### config.mk
export PLATFORM = sky130hd
export DESIGN_NAME = scramble_id_sequence_emitter_flat
export DESIGN_NICKNAME = d
export VERILOG_FILES = /design/src/rtl/scramble_id_sequence_emitter_if.sv /design/src/rtl/scramble_id_sequence_emitter.sv /design/src/flat_wrapper.sv
export SDC_FILE = /design/constraint.sdc
export NUM_CORES = 1
export LEC_CHECK = 0
export ABC_AREA = 1
export ABC_CLOCK_PERIOD_IN_PS = 1300
export CAP_MARGIN = 40
export CELL_PAD_IN_SITES_DETAIL_PLACEMENT = 0
export CELL_PAD_IN_SITES_GLOBAL_PLACEMENT = 1
export CORE_MARGIN = 8
export CORE_UTILIZATION = 33
export CTS_CLUSTER_DIAMETER = 200
export DETAILED_ROUTE_END_ITERATION = 8
export PLACE_DENSITY = 0.77
export SYNTH_ARGS = -nofsm -noshare
export SYNTH_HDL_FRONTEND = slang
export SYNTH_SLANG_ARGS = --single-unit
### constraint.sdc
create_clock -name i_clock -period 1.3 [get_ports i_clock]
set_input_delay 0.325 -clock i_clock [delete_from_list [all_inputs] [get_ports i_clock]]
set_output_delay 0.325 -clock i_clock [all_outputs]
set_load 0.01 [all_outputs]
### src/rtl/scramble_id_sequence_emitter_if.sv
// Handshake/bus bundle between the scrambler key source and the ID sequence emitter.
// Master drives enable/load/sequence; the emitter answers with the level sample and busy.
interface scramble_id_sequence_emitter_if;
    logic        i_enable;
    logic        i_load;
    logic [31:0] i_sequence;
    logic [9:0]  o_sequence_out;
    logic        o_busy;

    modport master (
        output i_enable,
        output i_load,
        output i_sequence,
        input  o_sequence_out,
        input  o_busy
    );

    modport slave (
        input  i_enable,
        input  i_load,
        input  i_sequence,
        output o_sequence_out,
        output o_busy
    );
endinterface

### src/rtl/scramble_id_sequence_emitter.sv
// Serialises {IDENTIFIER, sequence} MSB first as 10-bit levels, BIT_PERIOD clocks per bit.
// One-cycle latency from the load edge to the first level; enable=0 freezes the frame and idles the output.
module scramble_id_sequence_emitter #(
    parameter logic [7:0] IDENTIFIER = 8'hD3,
    parameter int         BIT_PERIOD = 36,
    parameter logic [9:0] LEVEL_HIGH = 10'd768,
    parameter logic [9:0] LEVEL_LOW  = 10'd256,
    parameter logic [9:0] LEVEL_IDLE = 10'd512
) (
    input  logic                         i_clock,
    input  logic                         i_reset_n,
    scramble_id_sequence_emitter_if.slave bus
);
    localparam int DIV_W = (BIT_PERIOD > 2) ? $clog2(BIT_PERIOD) : 1;
    localparam logic [DIV_W-1:0] DIV_LAST = DIV_W'(BIT_PERIOD - 1);

    typedef enum logic {
        ST_IDLE = 1'b0,
        ST_SEND = 1'b1
    } state_t;

    state_t           r_state;
    state_t           w_state_nxt;
    logic [DIV_W-1:0] r_div;
    logic [DIV_W-1:0] w_div_nxt;
    logic [5:0]       r_bitcnt;
    logic [5:0]       w_bitcnt_nxt;
    logic [39:0]      r_shift;
    logic [39:0]      w_shift_nxt;
    logic [9:0]       r_out;
    logic [9:0]       w_out_nxt;
    logic             r_load_q;
    logic             r_armed;
    logic             w_start;

    // r_armed requires load to be seen low after reset, so a load held high
    // across reset release is not mistaken for a fresh rising edge.
    always_comb begin
        w_state_nxt  = r_state;
        w_div_nxt    = r_div;
        w_bitcnt_nxt = r_bitcnt;
        w_shift_nxt  = r_shift;
        w_out_nxt    = LEVEL_IDLE;
        w_start      = bus.i_enable & bus.i_load & ~r_load_q & r_armed;

        if ((r_state == ST_SEND) && bus.i_enable) begin
            w_out_nxt = r_shift[39] ? LEVEL_HIGH : LEVEL_LOW;
        end

        if (w_start) begin
            w_shift_nxt  = {IDENTIFIER, bus.i_sequence};
            w_div_nxt    = '0;
            w_bitcnt_nxt = '0;
            w_state_nxt  = ST_SEND;
        end else if ((r_state == ST_SEND) && bus.i_enable) begin
            if (r_div == DIV_LAST) begin
                w_div_nxt = '0;
                if (r_bitcnt == 6'd39) begin
                    w_state_nxt = ST_IDLE;
                end else begin
                    w_shift_nxt  = r_shift << 1;
                    w_bitcnt_nxt = r_bitcnt + 6'd1;
                end
            end else begin
                w_div_nxt = r_div + 1'b1;
            end
        end
    end

    always_ff @(posedge i_clock) begin
        if (!i_reset_n) begin
            r_state  <= ST_IDLE;
            r_div    <= '0;
            r_bitcnt <= '0;
            r_shift  <= '0;
            r_out    <= LEVEL_IDLE;
            r_load_q <= 1'b0;
            r_armed  <= 1'b0;
        end else begin
            r_state  <= w_state_nxt;
            r_div    <= w_div_nxt;
            r_bitcnt <= w_bitcnt_nxt;
            r_shift  <= w_shift_nxt;
            r_out    <= w_out_nxt;
            r_load_q <= bus.i_load;
            r_armed  <= r_armed | ~bus.i_load;
        end
    end

    assign bus.o_sequence_out = r_out;
    assign bus.o_busy         = (r_state == ST_SEND);
endmodule

### src/flat_wrapper.sv
// flat-port wrapper written by rule: the top's interface ports become plain ports
module scramble_id_sequence_emitter_flat 
#(
    parameter logic [7:0] IDENTIFIER = 8'hD3,
    parameter int         BIT_PERIOD = 36,
    parameter logic [9:0] LEVEL_HIGH = 10'd768,
    parameter logic [9:0] LEVEL_LOW  = 10'd256,
    parameter logic [9:0] LEVEL_IDLE = 10'd512
)
  (i_clock, i_reset_n, bus_i_enable, bus_i_load, bus_i_sequence, bus_o_sequence_out, bus_o_busy);
  scramble_id_sequence_emitter_if bus_i ();
  input  logic i_clock;
  input  logic i_reset_n;
  input wire logic [$bits(bus_i.i_enable)-1:0] bus_i_enable;
  input wire logic [$bits(bus_i.i_load)-1:0] bus_i_load;
  input wire logic [$bits(bus_i.i_sequence)-1:0] bus_i_sequence;
  output wire logic [$bits(bus_i.o_sequence_out)-1:0] bus_o_sequence_out;
  output wire logic [$bits(bus_i.o_busy)-1:0] bus_o_busy;
  assign bus_i.i_enable = bus_i_enable;
  assign bus_i.i_load = bus_i_load;
  assign bus_i.i_sequence = bus_i_sequence;
  assign bus_o_sequence_out = bus_i.o_sequence_out;
  assign bus_o_busy = bus_i.o_busy;
  scramble_id_sequence_emitter #(.IDENTIFIER(IDENTIFIER), .BIT_PERIOD(BIT_PERIOD), .LEVEL_HIGH(LEVEL_HIGH), .LEVEL_LOW(LEVEL_LOW), .LEVEL_IDLE(LEVEL_IDLE)) u_core (.i_clock(i_clock), .i_reset_n(i_reset_n), .bus(bus_i));
endmodule
* Word-level counts from Yosys, hierarchy flattened
Index checks and enable logic that the tools add are counted.
** Storage, ports and cells
- Register bits :: 65
- Input port bits :: 36
- Output and inout port bits :: 11
** Cells by class
- Add/sub/neg operators :: 2
- Eq/ne operators :: 3
- Multiplexer cells :: 10
- Bitwise logic cells :: 8
- Reductions and logical operators :: 9
** Operators by type and width (count)
- 2-to-1 mux 40 bit :: 4
- adder 6 x 1 -> 6 bit (second input constant) :: 2
- == test 6 bit (second input constant) :: 2
- 2-to-1 mux 10 bit :: 1
- AND reduction 3 bit :: 3
- 2-to-1 mux 6 bit :: 1
- nonzero test 2 bit :: 3
- 2-to-1 mux 1 bit :: 4
- inverter 1 bit :: 4
- AND 1 bit :: 3
- != test 2 x 1 -> 1 bit (second input constant) :: 1
- AND reduction 2 bit :: 1
- OR reduction 2 bit :: 1
- logical AND 1 bit :: 1
- bitwise OR 1 bit :: 1

* Depth between registers and ports, before layout
Gate-level depths: netlist of the first run.
- Word-level depth :: 5
- Depth in mapped cells :: 10
- Mapped depth without buffers :: 9

* Worst setup path before layout of the first run
No wires, ideal clock.
- Kind :: reg-to-reg
- Start :: reg u_core.r_div[1]
- End :: reg u_core.r_shift[27]
- Library setup time :: 0.128 ns
- Arrival time :: 1.284 ns
- Data required time :: 1.172 ns
- Path slack :: -0.111 ns
- Stages on the path, launching flop included :: 10
- Buffers on the path :: 1
- Cells stage by stage :: dfxtp_1 ha_1 nand3_2 nor2_4 nand2_4 nand2_4 buf_6 nor2_1 nor2_1 nor2_1
** On the way
- Longest elaborated chain between the ends :: 3
** RTL lines
- start, declared :: line scramble_id_sequence_emitter.sv:24 : logic [DIV_W-1:0] r_div;
- start signal, assigned :: line scramble_id_sequence_emitter.sv:81 : r_div <= w_div_nxt;
- == test 6 bit :: line scramble_id_sequence_emitter.sv:56 : if (r_div == DIV_LAST) begin
- nonzero test 2 bit (no line)
- AND reduction 3 bit (no line)
- end signal, assigned :: line scramble_id_sequence_emitter.sv:83 : r_shift <= w_shift_nxt;
- end, declared :: line scramble_id_sequence_emitter.sv:28 : logic [39:0] r_shift;
No other way between the ends.
A chain may end at the register's enable or synchronous reset.

* Worst setup path after layout of the first run
- Start :: reg u_core.r_bitcnt[1]
- End :: reg u_core.r_shift[9]
** On the way
- Longest elaborated chain between the ends :: 3
** RTL lines
- start, declared :: line scramble_id_sequence_emitter.sv:26 : logic [5:0] r_bitcnt;
- start signal, assigned :: line scramble_id_sequence_emitter.sv:82 : r_bitcnt <= w_bitcnt_nxt;
- == test 6 bit :: line scramble_id_sequence_emitter.sv:58 : if (r_bitcnt == 6'd39) begin
- != test 2 x 1 -> 1 bit (no line)
- AND reduction 3 bit (no line)
No other way between the ends.

==> impl_metrics.tcl, run 1 <==
set metrics [dict create \
    first_pass_iters 5 \
    wirelength_um 8150 \
    synth_edf_count 0 \
    ys_ff_latch 57 \
    drt-initial-drc-count 105 \
    vias 2917 \
    comb_power_share_pct 10.9 \
    synthesis.area_um2 2870 \
    drv_slew 0 \
    grt_pass1_wl_um 13200 \
    arrival_ns 1.71 \
    power.internal_mw 2.98 \
    cts_sinks 57 \
    rsz0062_at_grt "true" \
    row_count 34 \
    critPathMaxFanout 6 \
    finalPower_mw 3.90 \
    ys_top_cells_by_area "dfxtp_1, nor2_1, nand2_1, inv_1, nand3_1" \
    cts_tree "built" \
    clk_transition_reported_paths_ns 0.07 \
    setup_ws_ns -0.138 \
    grt-ovfl-total 0 \
    fin_nets 574 \
    clk-insertion-delay-late_ns 0.34 \
    root_buffer "clkbuf_8" \
    violations "setup timing" \
    met2_usage_pct 23.7 \
    grt_use_met3_pct 3.07 \
    p_per_area_nw_per_um2 853 \
    hpwlAfterDp_um 4570 \
    drive_above_1_share_pct 33.3 \
    async_flop_share_pct 0 \
    synth_ff_type "dfxtp_1" \
    whs_ns 0.435 \
    fin_crit_ns 1.44 \
    grt-busiest-layer "met2" \
    die_area_um2 11900 \
    switchingPower_mw 0.918 \
    run_status "finished, violations left" \
    initial_core_util_pct 33.4 \
    io_pins 47 \
    yosys_warnings 0 \
    ys_types 27 \
    gp_congestion 0.739 \
    ir_drop_mv 0.454 \
    finalCritPeriodShare_pct 111 \
    setup_viol 46 \
    pwr-share-seq_pct 46.2 \
    numCtsBuffers 9 \
    critPathLaunch "u_core.r_bitcnt[1]" \
    ant_nets 0 \
    die_h_um 109 \
    syn_inst 450 \
    fin_skew_ns 0.00800 \
    endpoint_kind "flip-flop" \
    grt_pass1_vias 2877 \
    finalCoreUtilization_pct 53.2 \
    avgViaCountPerCell 4.50 \
    port_buffers 38 \
    grt_max_degree 37 \
    p_sw_share_pct 23.6 \
    clockPowerShare_pct 43.0 \
    grt_use_met1_pct 16.4 \
    wl_per_cell_um 12.6 \
    start_kind "flip-flop" \
    critPathKind "flip-flop to flip-flop" \
    antenna_cells 0 \
    cap_violations 0 \
    die_x_um 109 \
    antenna_found_initial 0 \
    yosysTopAreaCell "dfxtp_1" \
    h-tree-depth 3 \
    fmax_mhz 696 \
    core_um2 8590 \
    crit_required_ns 1.57 \
    clk_path_buf_depth 2 \
    synth_top_area_share_pct 39.7 \
    hold-path-cell-count 3 \
    area_growth_pct 59.1 \
    track_usage_pct 13.9 \
    hold_start "bus_i_load" \
    leakage_nw 1.87 \
    synth.avg_cell_area_um2 6.38 \
    ys_seq_area_share_pct 39.7 \
    hold_viol 0 \
    timing.rr.start "u_core.r_bitcnt[1]" \
    fillers 819 \
    hp-class "input port to flip-flop" \
    drc 0 \
    rr_worst_depth 9 \
]
## stage by stage
step / instance area [um2] / setup WS (ns) / instances / TNS, ns
2_1_floorplan: 2950 / -0.0497 / 457 / -1.23
3_3_place_gp: 3610 / -0.563 / 612 / -26.88
3_5_place_dp: 3610 / -0.586 / 612 / -28.41
4_1_cts: 4430 / -0.176 / 651 / -5.95
5_1_grt: 4570 / -0.233 / 648 / -8.21
6_report: 4570 / -0.138 / 648 / -3.91
## power by group through the flow
stage               registers [mW]  clock network (mW)  logic [mW]
finish                        1.80                1.67       0.423
CTS                           1.80                1.71       0.399
detailed placement            1.84                   0       0.341
floorplan                     1.83                   0       0.176
global route                  1.80                1.79       0.466
global placement              1.83                   0       0.340
## metal layers
metal / wire length (um) / part of all wire, %
met1: 3640 / 45
met2: 4040 / 50
met3: 330 / 4.1
met4: 132 / 1.6
met5: 0 / 0
## flip-flops by register name, indices dropped and copies added (netlist names)
register and cells:
u_core.r_shift 40, u_core.r_bitcnt 6, u_core.r_div 6, u_core.bus.o_sequence_out 2, u_core.bus.o_busy 1, u_core.r_armed 1
u_core.r_load_q 1
## cells by family (layout without fill, tap and decap cells)
kind of cell / after synthesis / after routing / synth area share (%)
simple gates: 285 / 285 / 40.9
buf+inv: 79 / 162 / 13.4
flops: 57 / 57 / 39.7
compound gates: 23 / 23 / 4.05
xor+xnor: 3 / 3 / 0.915
fa+ha+maj: 2 / 2 / 0.871
other cells: 1 / 8 / 0.131
## cells in the mapped netlist (all sizes together), types with 2 or more instances
| master | instances |
|---|---|
| xor2 | 3 |
| inv | 51 |
| nand3 | 35 |
| nand2 | 88 |
| dfxtp | 57 |
| o21ai | 13 |
| clkbuf | 4 |
| nor3b | 2 |
| a21oi | 9 |
| ha | 2 |
| nor2 | 157 |
| buf | 24 |
## worst paths after layout
path                                          end  slack, ns
worst min-delay path               u_core.r_armed       0.43
worst max-delay path            u_core.r_shift[9]      -0.14
worst min register to register     u_core.r_armed       0.45
worst max register to register  u_core.r_shift[9]      -0.14
## cell type report
| class | count | area (um2) | area share [%] |
|---|---|---|---|
| Multi-Input combinational cell | 321 | 1810 | 39.6 |
| Sequential cell | 57 | 1150 | 25.2 |
| Timing Repair Buffer | 96 | 1080 | 23.6 |
| Inverter | 51 | 201 | 4.41 |
| Clock buffer | 12 | 155 | 3.40 |
| Tap cell | 108 | 135 | 2.96 |
| Clock inverter | 3 | 40.0 | 0.876 |
## layout by cell type, fill, tap and decap left out, types with 3 or more instances in the layout
cell type / Yosys / routed
buf_8: 0 / 4
nand2_2: 0 / 13
nand3_1: 34 / 11
buf_6: 4 / 8
clkbuf_8: 0 / 11
nor2_1: 154 / 110
dfxtp_2: 0 / 6
nand2_1: 86 / 71
inv_1: 48 / 46
o21ai_1: 2 / 9
nand3_4: 0 / 3
buf_4: 13 / 32
dlygate4sd2_1: 0 / 4
xor2_1: 3 / 3
clkdlybuf4s50_1: 0 / 33
nand2_4: 2 / 3
buf_12: 0 / 10
nor2_2: 2 / 28
nor2_4: 1 / 19
a21oi_1: 9 / 8
conb_1: 1 / 8
nand3_2: 1 / 21
dfxtp_1: 57 / 50
inv_2: 2 / 3
## critical path, cell delays in order, from the launching register on
cell	delay (ns)
dfxtp_2	0.35
ha_4	0.14
nand2_2	0.05
nand3b_4	0.20
nand2_4	0.12
nand2_8	0.10
buf_12	0.17
nor2_2	0.09
nor2_2	0.05
nor2_1	0.09
## timing repair
action                     CTS  global route
setup endpoints to repair   54            54
pin swaps                   27            46
cloned                       8             2
setup buffers               16             4
hold buffers                 0             0
resized for setup           86            74
(Power assumes the default switching activity.)
==> run 2, diff against run 1 <==
GPL_ROUTABILITY_DRIVEN = 1   (was unset)
==> results of run 2 <==
Final layout, timing and power as in run 1 (identical DEF).
